<file path="src/rtl/pc_sequencer.sv">
// pc_sequencer: program counter owner for the single-cycle core.
// Chooses the next PC (sequential / branch / jump), gates execution through
// `commit`, and tracks RUN / STEP_WAIT / HALTED / TRAP modes plus the retire count.
// Optional feature macro: PC_SEQ_STEP_EN enables single-step mode, which
// synchronizes and edge-detects the step button.
module pc_sequencer #(
  parameter logic [31:0] RESET_PC   = 32'h0000_0000,
  parameter int unsigned IMEM_WORDS = 256
) (
  input  logic        clk,
  input  logic        rst_n,
  input  logic        run_mode,
  input  logic        step_in,
  input  logic        branch_taken,
  input  logic [31:0] branch_target,
  input  logic        jump,
  input  logic [31:0] jump_target,
  input  logic        halt_req,
  input  logic        resume,
  output logic [31:0] pc,
  output logic [31:0] pc_plus4,
  output logic        commit,
  output logic        halted,
  output logic        trap,
  output logic [31:0] trap_addr,
  output logic [31:0] instret,
  output logic [1:0]  state
);

  typedef enum logic [1:0] {
    S_RUN       = 2'b00,
    S_STEP_WAIT = 2'b01,
    S_HALTED    = 2'b10,
    S_TRAP      = 2'b11
  } state_e;

  // Byte span of legal instruction memory and the last legal word address.
  localparam logic [31:0] SPAN    = 32'(4 * IMEM_WORDS);
  localparam logic [31:0] LAST_PC = RESET_PC + SPAN - 32'd4;

  state_e      state_q, state_d;
  logic [31:0] pc_q, pc_d;
  logic [31:0] instret_q, instret_d;
  logic [31:0] trap_addr_q, trap_addr_d;

  logic        step_pulse;
  state_e      mode_state;   // where the core goes when it is free to execute

`ifdef PC_SEQ_STEP_EN
  logic sync1_q, sync2_q, prev_q;

  // Two-flop synchronizer for the raw button, plus a delayed copy for edge detect.
  always_ff @(posedge clk) begin
    if (!rst_n) begin
      sync1_q <= 1'b0;
      sync2_q <= 1'b0;
      prev_q  <= 1'b0;
    end else begin
      sync1_q <= step_in;
      sync2_q <= sync1_q;
      prev_q  <= sync2_q;
    end
  end

  // One pulse per press, no matter how long the button is held.
  assign step_pulse = sync2_q & ~prev_q;
  assign mode_state = run_mode ? S_RUN : S_STEP_WAIT;
`else
  // Without step support the mode and button inputs have no effect.
  logic unused_step_inputs;
  assign unused_step_inputs = run_mode ^ step_in;
  assign step_pulse = 1'b0;
  assign mode_state = S_RUN;
`endif

  logic [31:0] seq_pc;
  logic [31:0] target;
  logic        redirect;
  logic        bad_target;
  logic [31:0] target_off;

  // Sequential successor with wrap at the top of imem; redirect target and its legality.
  always_comb begin
    seq_pc     = (pc_q == LAST_PC) ? RESET_PC : pc_q + 32'd4;
    redirect   = jump | branch_taken;
    target     = jump ? jump_target : branch_target;
    target_off = target - RESET_PC;
    bad_target = (target[1:0] != 2'b00) || (target_off >= SPAN);
  end

  // Next-state, next-PC, commit gating and retire accounting.
  always_comb begin
    state_d     = state_q;
    pc_d        = pc_q;
    instret_d   = instret_q;
    trap_addr_d = trap_addr_q;
    commit      = 1'b0;

    case (state_q)
      S_RUN:       commit = 1'b1;
      S_STEP_WAIT: begin
        // Switching back to RUN takes a cycle in which nothing executes.
        commit = step_pulse & ~run_mode;
        if (run_mode) state_d = S_RUN;
      end
      S_HALTED: begin
        if (resume) begin
          pc_d    = seq_pc;
          state_d = mode_state;
        end
      end
      S_TRAP:  ;
      default: ;
    endcase

    if (commit) begin
      instret_d = instret_q + 32'd1;
      if (halt_req) begin
        state_d = S_HALTED;
      end else if (redirect && bad_target) begin
        state_d     = S_TRAP;
        trap_addr_d = target;
      end else begin
        pc_d    = redirect ? target : seq_pc;
        state_d = mode_state;
      end
    end
  end

  // Architectural state registers.
  always_ff @(posedge clk) begin
    if (!rst_n) begin
      state_q     <= S_RUN;
      pc_q        <= RESET_PC;
      instret_q   <= 32'd0;
      trap_addr_q <= 32'd0;
    end else begin
      state_q     <= state_d;
      pc_q        <= pc_d;
      instret_q   <= instret_d;
      trap_addr_q <= trap_addr_d;
    end
  end

  assign pc        = pc_q;
  assign pc_plus4  = pc_q + 32'd4;
  assign halted    = (state_q == S_HALTED);
  assign trap      = (state_q == S_TRAP);
  assign trap_addr = trap_addr_q;
  assign instret   = instret_q;
  assign state     = state_q;

endmodule
</file>
<file path="config.mk">
export PLATFORM = sky130hd
export DESIGN_NAME = pc_sequencer
export DESIGN_NICKNAME = d
export VERILOG_FILES = /design/src/rtl/pc_sequencer.sv
export SDC_FILE = /design/constraint.sdc
export NUM_CORES = 1
export LEC_CHECK = 0
export ABC_AREA = 0
export BUFFER_PORTS_ARGS = -buffer_cell sky130_fd_sc_hd__buf_2
export CAP_MARGIN = 20
export CORE_MARGIN = 2
export CORE_UTILIZATION = 49
export DETAILED_ROUTE_END_ITERATION = 12
export GPL_ROUTABILITY_DRIVEN = 0
export PLACE_DENSITY = 0.86
export SETUP_SLACK_MARGIN = 0.02
export SYNTH_ARGS = -nofsm -noshare
export SYNTH_HDL_FRONTEND = slang
export SYNTH_SLANG_ARGS = --single-unit
</file>
<file path="constraint.sdc">
create_clock -name clk -period 2.4 [get_ports clk]
set_input_delay 0 -clock clk [delete_from_list [all_inputs] [get_ports clk]]
set_output_delay 0 -clock clk [all_outputs]
set_load 0.01 [all_outputs]
</file>
# Yosys cells after proc, flatten, opt, wreduce, memory -nomap -nowiden
# Index checks and enable logic that the tools add are counted.
# classes
multipliers,0
n_reduce_logical,7
order_cmp,1
n_mux,15
add_sub_neg,2
div,0
n_shift,0
bitwise,2
eq_ne,6
# op_table
operator,count
32-bit two-way mux,8
32-bit by 1-bit adder with 32-bit output (second input constant),1
32-bit by 3-bit adder with 32-bit output (second input constant),1
32-bit by 10-bit equality test with 1-bit output (second input constant),1
32-bit by 11-bit >= comparator with 1-bit output (second input constant),1
2-bit two-way mux,5
3-bit != test (second input constant),2
3-bit AND reduction,2
2-bit equality test (second input constant),2
2-bit case mux with 2 select lines,1
3-bit nonzero test,1
2-bit by 1-bit equality test with 1-bit output (second input constant),1
2-bit zero test,1
2-bit nonzero test,1
1-bit logical AND,1
1-bit logical OR,1
1-bit two-way mux,1
1-bit inverter,1
1-bit OR,1
# word_totals
mem_bits_rw,0
latch_bits,0
register_bits,98
mem_count,0
romBits,0

# Logic depth before layout (Yosys ltp)
# logic_depth
depth_word,7
depth_mapped,9

# Worst setup path before layout
# Ideal clock, no wire load.
# synth_timing
path_type,register to register
startpoint,register pc_q[2] (netlist: pc[2])
endpoint,register pc_q[20] (netlist: pc[20])
t_arrival_ps,2142
n_path_buf,1
setup_time_ps,123
slack_ps,135
stages_incl_launch_ff,9
path_cell_list,dfxtp_1 -> ha_1 -> nand2_1 -> or3_1 -> buf_2 -> nor3_4 -> xor2_2 -> o311ai_1 -> nor2_1
# synth_between
elab_chain_len,7
elab_cells_between_ends,9
classes_between,1 x add/sub; 1 x eq/ne; 7 x mux
# synth_lines
element,line,text
from (decl),42,"logic [31:0] pc_q, pc_d;"
from (signal assigned),139,pc_q <= pc_d;
32-bit by 3-bit adder with 32-bit output (*),n/a,
net pc_plus4[20],21,"output logic [31:0] pc_plus4,"
32-bit two-way mux (*),84,seq_pc = (pc_q == LAST_PC) ? RESET_PC : pc_q + 32'd4;
32-bit two-way mux,107,if (resume) begin
32-bit two-way mux,99,case (state_q)
32-bit two-way mux,120,end else if (redirect && bad_target) begin
32-bit two-way mux,118,if (halt_req) begin
32-bit two-way mux (*),116,if (commit) begin
# Mark *: on every way through the listed nets, which the timed path passes. The rest lies on a longest branch.
# A chain may end at the register's enable or synchronous reset.

# Worst setup path after layout
# layout_timing
startpoint,input port branch_target[20]
endpoint,register pc_q[2] (netlist: pc[2])
# layout_between
elab_chain_len,7
# layout_lines
element,line,text
from (decl),15,"input logic [31:0] branch_target,"
32-bit two-way mux,86,target = jump ? jump_target : branch_target;
32-bit by 11-bit >= comparator with 1-bit output,88,bad_target = (target[1:0] != 2'b00) || (target_off >= SPAN);
1-bit logical OR,88,
1-bit logical AND,120,
32-bit two-way mux,120,
32-bit two-way mux,118,
32-bit two-way mux,116,
# No other way between the ends.

==> summary.txt <==
WP data required: 2.70 ns
Reg power frac: 49.2%
Max Fclk: 432 MHz
Top Usage Layer GRT: met2
Met2 usage: 49.2%
Final Hold Viols: 0
Largest net degree at the start of global routing: 80
Top FF cell, synth: dfxtp_1
Vias in the first global route: 5138
Later-pin clock latency in the skew report: 0.38 ns
Crit path kind: input port to flip-flop
Initial DRC Count: 383
Met3 Use GR: 8.45%
All-Layer GR Usage: 29.0%
CP startpoint kind: input port
Delay-heaviest family, CP: simple AND/OR/NAND/NOR gates
Die Y: 107 um
Clock power frac: 31.8%
Layout cells sized above 1: 31.8%
Count of flip-flops with a built-in enable after synthesis: 0
Outcome: finished clean
Register area share after synthesis: 37.6%
CTS Sinks: 98
Tcrit/Tclk final: 96.5%
CP max FO: 8
MaxCap Viol Count: 0
Antenna Violating Nets Remaining: 0
Area contributors post-synth: dfxtp_1, nor2_1, mux2i_1
Met1 Usage GRT: 33.9%
Crit path cell chain: dlygate4sd3_1, buf_2, nor4_1, nand3_1, o22ai_2, nand3_1, or2_0, a31oi_1
Cells after synthesis: 612
Power Dens Cells: 519 nW/um^2
Setup violators final: 0
Nets: 909
Slew Limit Fails: 0
Mapped cell area: 5210 um^2
Clk root buf: clkbuf_8
Path type of the worst min-delay path: input port to flip-flop
Dpl cell area: 6380 um^2
Initial Util: 50.5%
Die span in x: 107 um
NetSw: 1.10 mW
H-Tree Depth: 3
Clock Path Buffers: 2
Tmin final: 2.32 ns
RSZ-0062 raised after global routing: no
Core outline area: 10300 um^2
Synth top area share: 37.6%
Vias/cell: 5.67
Net Sw Frac: 30.6%
Worst-margin pin slew: 0.935 ns
Cell mode on critical path: nand3_1
Initial antenna violation count: 1
IO Count: 205
WP buf/inv: 2
Crit. End Element: flip-flop
Pre-antenna DRT Iters: 5
Leakage: 3.18 nW
Max-slew headroom: 37.7%
Pwr Total: 3.59 mW
Routed wire length: 17000 um
Worst IR drop on VDD: 0.000340 V
Mapped Nets: 686
DRC: 0
Netlist cell types: 66
Power Internal: 2.49 mW
# rows: 37
Finished Cell Area: 6920 um^2
Worst path slowest cell: dlygate4sd3_1
Synth Register Bits: 98
Skew final: 0.0155 ns
Signal arrival time at the worst endpoint: 2.62 ns
Hpwl dp: 11900 um
Die area: 11500 um^2
FFs w/ async S/R, synth: 0%
Area leader, netlist: dfxtp_1
Largest stage delay, worst path: 0.56 ns
Layout area overhead: 32.7%
Gate power share: 19.0%
Port bufs: 203
Synth Warn #: 0
Wirelength per Cell: 17.4 um
Syn_area_per_cell: 8.52 um^2
CTS tree: done
First-pass GRT wire length: 26200 um
Global route overflow: 0
TritonCTS buffer count: 9
Fin Setup TNS: 0 ns
Vias: 5543
CTS clock-pin slew for the worst setup and hold paths: 0.10 ns
## state kept, by name, indices dropped and copies added, names as in the netlist
signal	cells
instret	32
trap_addr	32
state	2
pc	32
## stage by stage
stage          setup slack (ns)  hold WS [ns]  instances  util [%]
6_report                 0.0829       0.00830        977      67.0
5_1_grt                  0.0200       0.00492        977      67.0
4_1_cts                  0.0469      0.000387        976      66.9
3_5_place_dp              0.169         0.303        928      61.8
3_3_place_gp              0.239         0.284        928      61.8
2_1_floorplan             0.135         0.173        612         -
## cell usage after synthesis, types with 5 or more instances
master     n
a211oi_1  36
a21oi_1   18
a22oi_1    6
and3_1     8
and4_1     9
buf_2     12
clkbuf_1  22
dfxtp_1   98
inv_1     14
mux2i_1   34
nand2_1   31
nand3_1   34
nand4_1   18
nor2_1    91
nor3_1    14
nor3_2     5
nor4_1    15
o21ai_0   12
or3_1      7
xnor2_1   27
xor2_1    31
## cells in the final DEF, fill, tap and decap left out, types with 4 or more instances in the layout
cell,n
a211oi_1,36
a21oi_1,18
a22oi_1,6
and2_1,4
and3_1,7
and4_1,9
buf_2,203
buf_4,16
clkbuf_8,9
dfxtp_1,93
dfxtp_2,4
dlygate4sd3_1,30
inv_1,14
mux2i_1,34
nand2_1,31
nand3_1,34
nand4_1,18
nor2_1,91
nor3_1,14
nor3_2,4
nor4_1,15
o21ai_0,12
or3_1,6
xnor2_1,27
xor2_1,31
## worst register-to-register path, cell delays in order, from the launching register on
cell and delay [ns]:
dfxtp_1 0.38, nor4_1 0.33, nand4_1 0.26, or3_1 0.51, nand3_1 0.32, a2bb2oi_1 0.18
mux2i_1 0.09
## power groups by stage
stage	clock (mW)	sequential, mW	combinational, mW
global route	1.23	1.77	0.739
CTS	1.16	1.76	0.667
detailed placement	0	1.80	0.619
finish	1.14	1.77	0.682
global placement	0	1.80	0.612
floorplan	0	1.82	0.333
## path summary, 6_finish.rpt
check	cells past startpoint	slack, ns	end	start
worst max-delay path	8	0.08	pc[2]	branch_target[20]
worst min-delay path	3	0.008	trap_addr[11]	branch_target[11]
worst max register to register	6	0.23	pc[21]	pc[11]
worst min register to register	2	0.49	pc[1]	pc[1]
## routing by layer
layer  routed length [um]  part of all wire [%]  up-vias
met4                  609                   3.6        0
met1                 6770                    40     2580
li1                     -                     -     2656
met5                    0                     0        -
met2                 8050                    47      261
met3                 1610                   9.4       46
## kinds of logic after synthesis
logic type	synth area share, %
AO/OA/AOI/OAI	15.0
XOR/XNOR	10.1
adder cells (fa/ha/maj)	0.480
buffers and inverters	4.32
flip-flops	37.6
multiplexers	6.96
AND/OR/NAND/NOR	25.5
## cell type report
cell class | count | area (um^2)
tap | 136 | 170
clock buffer | 9 | 124
antenna | 1 | 2.50
timing repair buffer | 251 | 1480
inverter | 15 | 56.3
multi-input combinational | 460 | 3040
clock inverter | 7 | 80.1
sequential | 98 | 1970
fill | 836 | 3410
## repair_timing
item,4_1_cts,5_1_grt
buffers inserted,2,0
setup endpoints to repair,3,8
resized for setup,1,8
hold buffers,30,0
pin swaps,1,1
hold endpoints to repair,18,0
No activity file was read; power rests on OpenSTA's default activity.
